[src/rtl/sc_receiver.sv]
// Slow-control serial frame receiver: synchronizes ck_sc/d_sc/rstn_sc, shifts bits LSB first, publishes whole frames.
// Optional frame comparator enabled by defining SC_RX_CHECK_EN (adds exp_frame, match, mismatch).
module sc_receiver #(
  parameter int FRAME_LEN   = 829,
  parameter int SYNC_STAGES = 2
) (
  input  logic                 clk,
  input  logic                 rst,
  input  logic                 ck_sc,
  input  logic                 d_sc,
  input  logic                 rstn_sc,
`ifdef SC_RX_CHECK_EN
  input  logic [FRAME_LEN-1:0] exp_frame,
  output logic                 match,
  output logic                 mismatch,
`endif
  output logic [FRAME_LEN-1:0] frame,
  output logic [9:0]           dac1,
  output logic [9:0]           dac2,
  output logic                 frame_valid,
  output logic                 busy,
  output logic [9:0]           bit_cnt,
  output logic                 overrun,
  output logic                 abort
);

  localparam logic [9:0] LAST = 10'(FRAME_LEN);

  typedef enum logic [1:0] {IDLE, SHIFT, DONE} state_t;

  state_t                 state;
  logic [SYNC_STAGES-1:0] ck_sr, d_sr, rstn_sr;
  logic                   ck_prev;
  logic [FRAME_LEN-1:0]   shreg;
  logic                   sync_ck, sync_d, sync_rstn, ck_rise;

  // All three chains have the same depth so data and frame reset line up with the clock edge.
  always_ff @(posedge clk) begin
    if (rst) begin
      ck_sr   <= '0;
      d_sr    <= '0;
      rstn_sr <= '0;
      ck_prev <= 1'b0;
    end else begin
      ck_sr[0]   <= ck_sc;
      d_sr[0]    <= d_sc;
      rstn_sr[0] <= rstn_sc;
      for (int i = 1; i < SYNC_STAGES; i++) begin
        ck_sr[i]   <= ck_sr[i-1];
        d_sr[i]    <= d_sr[i-1];
        rstn_sr[i] <= rstn_sr[i-1];
      end
      ck_prev <= sync_ck;
    end
  end

  assign sync_ck   = ck_sr[SYNC_STAGES-1];
  assign sync_d    = d_sr[SYNC_STAGES-1];
  assign sync_rstn = rstn_sr[SYNC_STAGES-1];
  assign ck_rise   = sync_ck & ~ck_prev;

  assign dac1 = frame[22:13];
  assign dac2 = frame[12:3];

  always_ff @(posedge clk) begin
    if (rst) begin
      state       <= IDLE;
      shreg       <= '0;
      frame       <= '0;
      bit_cnt     <= '0;
      frame_valid <= 1'b0;
      busy        <= 1'b0;
      overrun     <= 1'b0;
      abort       <= 1'b0;
`ifdef SC_RX_CHECK_EN
      match       <= 1'b0;
      mismatch    <= 1'b0;
`endif
    end else begin
      frame_valid <= 1'b0;
      abort       <= 1'b0;
`ifdef SC_RX_CHECK_EN
      match       <= 1'b0;
      mismatch    <= 1'b0;
`endif
      if (!sync_rstn) begin
        state   <= IDLE;
        shreg   <= '0;
        bit_cnt <= '0;
        busy    <= 1'b0;
        overrun <= 1'b0;
        abort   <= (state == SHIFT);
      end else begin
        case (state)
          IDLE: begin
            if (ck_rise) begin
              shreg   <= {sync_d, shreg[FRAME_LEN-1:1]};
              bit_cnt <= 10'd1;
              busy    <= 1'b1;
              state   <= SHIFT;
            end
          end
          SHIFT: begin
            // Commit one cycle after the final capture so a coincident frame reset can still cancel it.
            if (bit_cnt == LAST) begin
              frame       <= shreg;
              frame_valid <= 1'b1;
              busy        <= 1'b0;
              state       <= DONE;
`ifdef SC_RX_CHECK_EN
              match       <= (shreg == exp_frame);
              mismatch    <= (shreg != exp_frame);
`endif
            end else if (ck_rise) begin
              shreg   <= {sync_d, shreg[FRAME_LEN-1:1]};
              bit_cnt <= bit_cnt + 10'd1;
            end
          end
          DONE: begin
            if (ck_rise) overrun <= 1'b1;
          end
          default: state <= IDLE;
        endcase
      end
    end
  end

endmodule

[config.mk]
export PLATFORM = sky130hd
export DESIGN_NAME = sc_receiver
export DESIGN_NICKNAME = d
export VERILOG_FILES = /design/src/rtl/sc_receiver.sv
export SDC_FILE = /design/constraint.sdc
export NUM_CORES = 2
export LEC_CHECK = 0
export CAP_MARGIN = 10
export CORE_ASPECT_RATIO = 1.2
export CORE_UTILIZATION = 55
export CTS_BUF_LIST = sky130_fd_sc_hd__clkbuf_16
export DETAILED_ROUTE_END_ITERATION = 16
export PLACE_DENSITY_LB_ADDON = 0.2
export SYNTH_ARGS = -nofsm -noshare
export SYNTH_HDL_FRONTEND = slang
export SYNTH_SLANG_ARGS = --single-unit
[constraint.sdc]
create_clock -name clk -period 2.9 [get_ports clk]
set_clock_uncertainty 0.2 [all_clocks]
set_input_delay 0.29 -clock clk [delete_from_list [all_inputs] [get_ports clk]]
set_output_delay 0.29 -clock clk [all_outputs]
set_load 0.03 [all_outputs]
After elaboration in Yosys (flattened, before gate mapping)
Index checks and enable logic that the tools add are counted.

Add/subtract/negate cells: 1. Eq/ne operators: 7. Mux-type cells: 14. Bitwise logic cells: 5. Reductions and logical operators: 11.

Operators by type and width (number): 829-bit two-way mux (2); 829-bit one-hot mux with 2 select lines (1); 10-bit two-way mux (3); 10-bit one-hot mux with 2 select lines (1); 10-bit by 1-bit adder with 10-bit output, second input constant (1); 10-bit equality test, second input constant (1); 3-bit AND reduction (3); 2-bit inequality test, second input constant (3); 2-bit one-hot mux with 3 select lines (1); 2-bit two-way mux (2); 1-bit inverter (4); 2-bit AND reduction (2); 4-bit AND reduction (1); 2-bit OR reduction (2); 1-bit two-way mux (3); 3-bit OR reduction (1); 2-bit by 1-bit equality test with 1-bit output, second input constant (1); 2-bit equality test, second input constant (1); 2-bit zero test (1); 2-bit by 1-bit inequality test with 1-bit output, second input constant (1); 1-bit one-hot mux with 2 select lines (1); 2-bit nonzero test (1); 1-bit bitwise AND (1).

Flip-flop bits (word level): 1681. Output and inout port bits: 863. Logic and storage cells: 50.

Logic depth before layout (Yosys ltp)
Depth in word-level cells: 5. Mapped depth: 9. Mapped depth without buffers: 6.

Worst setup path after synthesis
No wires, ideal clock.

Path type: flip-flop to flip-flop. Start point: register bit_cnt[0]. End point: register frame[774]. Library setup time: 0.072 ns. Data arrival time: 2.039 ns. Path slack: 0.589 ns. Cell stages (with the launch flop): 9. Path buffers: 3. Period minus slack after synthesis: 2.311 ns. Cell sequence: dfxtp_1 > ha_1 > and4bb_2 > nand4_1 > nor2_1 > buf_2 > buf_4 > buf_4 > mux2i_1.

Cells in the longest elaborated chain, start to end: 2.

Ends and longest elaborated chain: start, declared (line 22) `output logic [9:0] bit_cnt,`; start signal, assigned (line 116) `bit_cnt <= bit_cnt + 10'd1;`; 10-bit equality test (line 105) `if (bit_cnt == LAST) begin`; 3-bit AND reduction (no source line); end signal, assigned (line 106) `frame <= shreg;`; end, declared (line 17) `output logic [FRAME_LEN-1:0] frame,`.

Every way passes these cells. A chain may end at the register's enable or synchronous reset.

Worst setup path in the final report
Start point: register bit_cnt[0]. End point: register frame[369].

Same word-level chain as after synthesis.

==> key figures <==
Timing
  – Minimum hold slack: ~0.25 ns
  – Normalized max-slew margin: 46.8%
  – Fin. Hold Viols: 0
  – Post-route setup TNS: 0 ns
  – RSZ-0062 raised after global routing: no
  – F_max: between 300 and 400 MHz
  – Slew of the pin with the lowest slew margin: between 0.7 and 0.8 ns
  – Post-route clock period utilization: 93.0%
  – Max Slew Vio Count: 0
  – Fin crit period: 2.70 ns
  – Number of endpoints failing setup at the final stage: 0

Routing
  – Wire length on met3: about 9500 um
  – Uppermost layer routed: met4
  – Amount of wire on met2 after detailed routing: between 80000 and 90000 um
  – Via/cell ratio: about 5.3
  – Detailed Route WL: approximately 170000 um
  – Final routed DRC violation total: 0
  – Vias: between 50000 and 60000
  – Number of DRC markers in iteration 0: 4028
  – Met1 Wirelength: 73400 um
  – Wirelength per Cell: between 15 and 20 um
  – Antenna viol nets, final: 0
  – First-pass iteration count of the detailed router: 6

Setup path
  – Reg-to-Reg Start: bit_cnt[0]
  – Arrival time of the worst setup path: about 3.2 ns
  – Setup crit start kind: flip-flop
  – Setup CP Type: reg2reg
  – Crit path top cell by count: buf_12
  – Maximum cell stage delay along the critical path: between 0.4 and 0.5 ns
  – Sort of element at the end of the critical path: flip-flop
  – Setup crit start: bit_cnt[0]
  – Family with the most delay on the worst path: simple AND/OR/NAND/NOR gates
  – Worst path bufs/invs: 3
  – Reg-to-Reg End: frame[369]
  – Cell with the biggest individual delay on the critical path: dfxtp_1
  – Required arrival time at the worst endpoint: around 3.4 ns
  – Ordered cell list for the critical path: ha_1 -> and4bb_2 -> nand4_1 -> nor2_4 -> buf_12 -> buf_12 -> buf_12 -> mux2i_1
  – Largest driver fanout on the critical path: 31
  – Depth of the worst register-to-register path: 8
  – Worst reg2reg setup slack: ~0.20 ns

Pwr
  – Net Sw Frac: roughly 22%
  – Reported leakage power: between 20 and 25 nW
  – Maximum vdd ir drop: 0.000431 V
  – Share of power burned in the clock network: a little under half
  – P_int: 0.0349 W
  – Share of total power in combinational logic: ~2.6%
  – Sequential cell fraction of total power: between 50% and 60%
  – Net Sw Power: ~0.0096 W
  – Cell Pwr Density: 551 mW/mm^2

Synthesis
  – Register bit total from synthesis: approximately 1700
  – Avg Inst Size Synth: 9.01 um^2
  – Seq/Total Area, Yosys: about half
  – Number of unique standard cell types used by synthesis: 34
  – Synthesized instance count: approximately 7300
  – Synth Cell Area: ~0.066 mm^2
  – Synth warn: 0
  – Post-Syn Nets: ~7300

Worst hold path
  – Worst Hold Class: reg2reg
  – End point of the worst hold path: ck_sr[1]
  – Worst hold path stage count: 1
  – Critical hold path startpoint: ck_sr[0]

Flow run
  – Maximum Capacitance Violations: 0

Status
  – Result of the run: completed

Clock network
  – Number of buffers between clock root and the deepest sink: 3
  – Clock latency on the worst-skew pair: between 0.7 and 0.8 ns
  – Number of buffers added for setup after CTS: 0
  – Clock Root Buffer: clkbuf_16
  – Count of H-tree levels built during CTS: 4
  – TritonCTS clock tree: done
  – Clock-pin slew reported for the worst setup and hold paths after clock tree synthesis: 0.07 ns
  – Count of clock tree sinks: approximately 1700
  – CTS Buf Count: 159
  – Post_cts resized: 0
  – CTS Hold Bufs: 4

Global routing
  – Overall overflow remaining after global route: 0
  – Global-route wire length before repair: about 270000 um
  – Number of global-route vias before repair: 47800
  – Pin count of the biggest net entering global routing: 250
  – Initial antenna violation count: 0
  – GRT Overall Usage: 27.3%

Place
  – I/O Buffers: between 800 and 900
  – Global placer's final weighted congestion: about 0.81
  – Post-detail-place hpwl: 115000 um

Finish
  – Area Overhead vs Synth: 22.3%
  – Number of antenna repair diodes: 0
  – Share of post-route cells with drive strength above 1: roughly 4.3%
  – Total number of nets in the final design: roughly 8000

Floorplan
  – IO Count: roughly 870
  – Height of the chip: 381 um
  – Horizontal extent of the die: roughly 320 um
  – Placeable core area: 0.118 mm^2
  – Full die area: between 0.1 and 0.15 mm^2
  – Placement row count: 138
  – Initial core utilization: between 50% and 60%
## worst max-delay path by stage
stage	to	slack (ns)	cells after the start
final	frame[369]	0.20	8
after global routing	frame[369]	0.07	8
after CTS	frame[369]	0.22	8
after detailed placement	frame[363]	0.27	8
after global placement	shreg[350]	0.33	8
after floorplan	frame[774]	0.59	8
## placed cells by master, fill, tap and decap left out, drive strengths merged, types with 8 or more instances in the layout
| master | Yosys | layout |
|---|---|---|
| dfxtp | 1681 | 1681 |
| nand2 | 1666 | 1666 |
| a21oi | 840 | 840 |
| clkdlybuf4s50 | 0 | 866 |
| nand2b | 1661 | 1661 |
| clkinv | 0 | 78 |
| clkbuf | 336 | 165 |
| nor2b | 8 | 8 |
| bufinv | 0 | 12 |
| mux2i | 830 | 830 |
| inv | 2 | 31 |
| nor2 | 8 | 8 |
| buf | 244 | 121 |
## metrics by stage
step / utilization (%) / cells / total power, W / area [um^2] / setup slack [ns]
after detailed placement: 63.8 / 9270 / 0.0247 / 75600 / 0.266
after CTS: 68.1 / 9561 / 0.0448 / 80700 / 0.217
after global placement: 63.8 / 9270 / 0.0247 / 75600 / 0.334
final: 68.1 / 9561 / 0.0445 / 80700 / 0.202
after global routing: 68.1 / 9561 / 0.0458 / 80700 / 0.0689
after floorplan: - / 7323 / 0.0245 / 66000 / 0.589
## synth_stat cells
cell type	instances	area, um^2
o221ai_1	1	8.76
mux2i_1	830	8310
nand3_1	6	30.0
and2_1	4	25.0
and3_1	2	12.5
a41o_1	1	10.0
nand3b_1	1	7.51
ha_1	2	25.0
nor3_1	4	20.0
clkbuf_1	336	1260
nor2_1	8	30.0
buf_6	1	11.3
or4_1	4	30.0
and4_1	1	8.76
nor3b_1	2	15.0
o21ai_0	6	30.0
a21oi_1	840	4200
nand2_1	1666	6250
a41oi_2	1	16.3
nand2b_1	1661	10400
nand4_1	2	12.5
or3b_1	1	8.76
buf_4	102	766
dfxtp_1	1681	33700
a31oi_1	4	25.0
buf_1	9	33.8
buf_2	132	661
and2_0	1	6.26
and4bb_2	1	12.5
a211oi_1	1	7.51
inv_1	2	7.51
nor2b_1	8	50.1
nand4b_1	1	8.76
or3_1	1	6.26
## routing by layer
layer	global-route usage (%)	vias up
li1	-	24600
met5	0	-
met2	44.4	1463
met4	14.1	0
met3	4.59	333
met1	34.8	24300
## final cells by class
class / count / area, um^2
clock buffers: 165 / 4130
clock inverters: 122 / 877
fillers: 9360 / 37800
inverters: 2 / 7.51
multi-input cells: 5060 / 29600
flip-flops and latches: 1681 / 33700
well taps: 1540 / 1930
repair buffers: 991 / 10500
## registers in the layout (all words and copies together) (netlist names)
name / count
d_sr: 2
ck_sr: 2
frame_valid: 1
shreg: 829
frame: 829
state: 2
overrun: 1
bit_cnt: 10
abort: 1
rstn_sr: 2
busy: 1
ck_prev: 1
## power groups by stage
stage / sequential (W) / clock (W) / combinational (W)
4_1_cts: 0.0231 / 0.0205 / 0.00114
3_5_place_dp: 0.0236 / 0 / 0.00114
6_report: 0.0231 / 0.0202 / 0.00114
2_1_floorplan: 0.0236 / 0 / 0.000856
3_3_place_gp: 0.0236 / 0 / 0.00113
5_1_grt: 0.0231 / 0.0215 / 0.00122
## logic make-up (layout without fill, tap and decap cells)
| kind of cell | count (synthesis) | after routing | share of synthesized area (%) |
|---|---|---|---|
| AOI/OAI and AO/OA | 854 | 854 | 6.52 |
| adders and majority gates | 2 | 2 | 0.0379 |
| buffers and inverters | 582 | 1280 | 4.15 |
| DFF | 1681 | 1681 | 51.0 |
| muxes | 830 | 830 | 12.6 |
| and+or+nand+nor | 3374 | 3374 | 25.7 |
(Power assumes the default switching activity.)
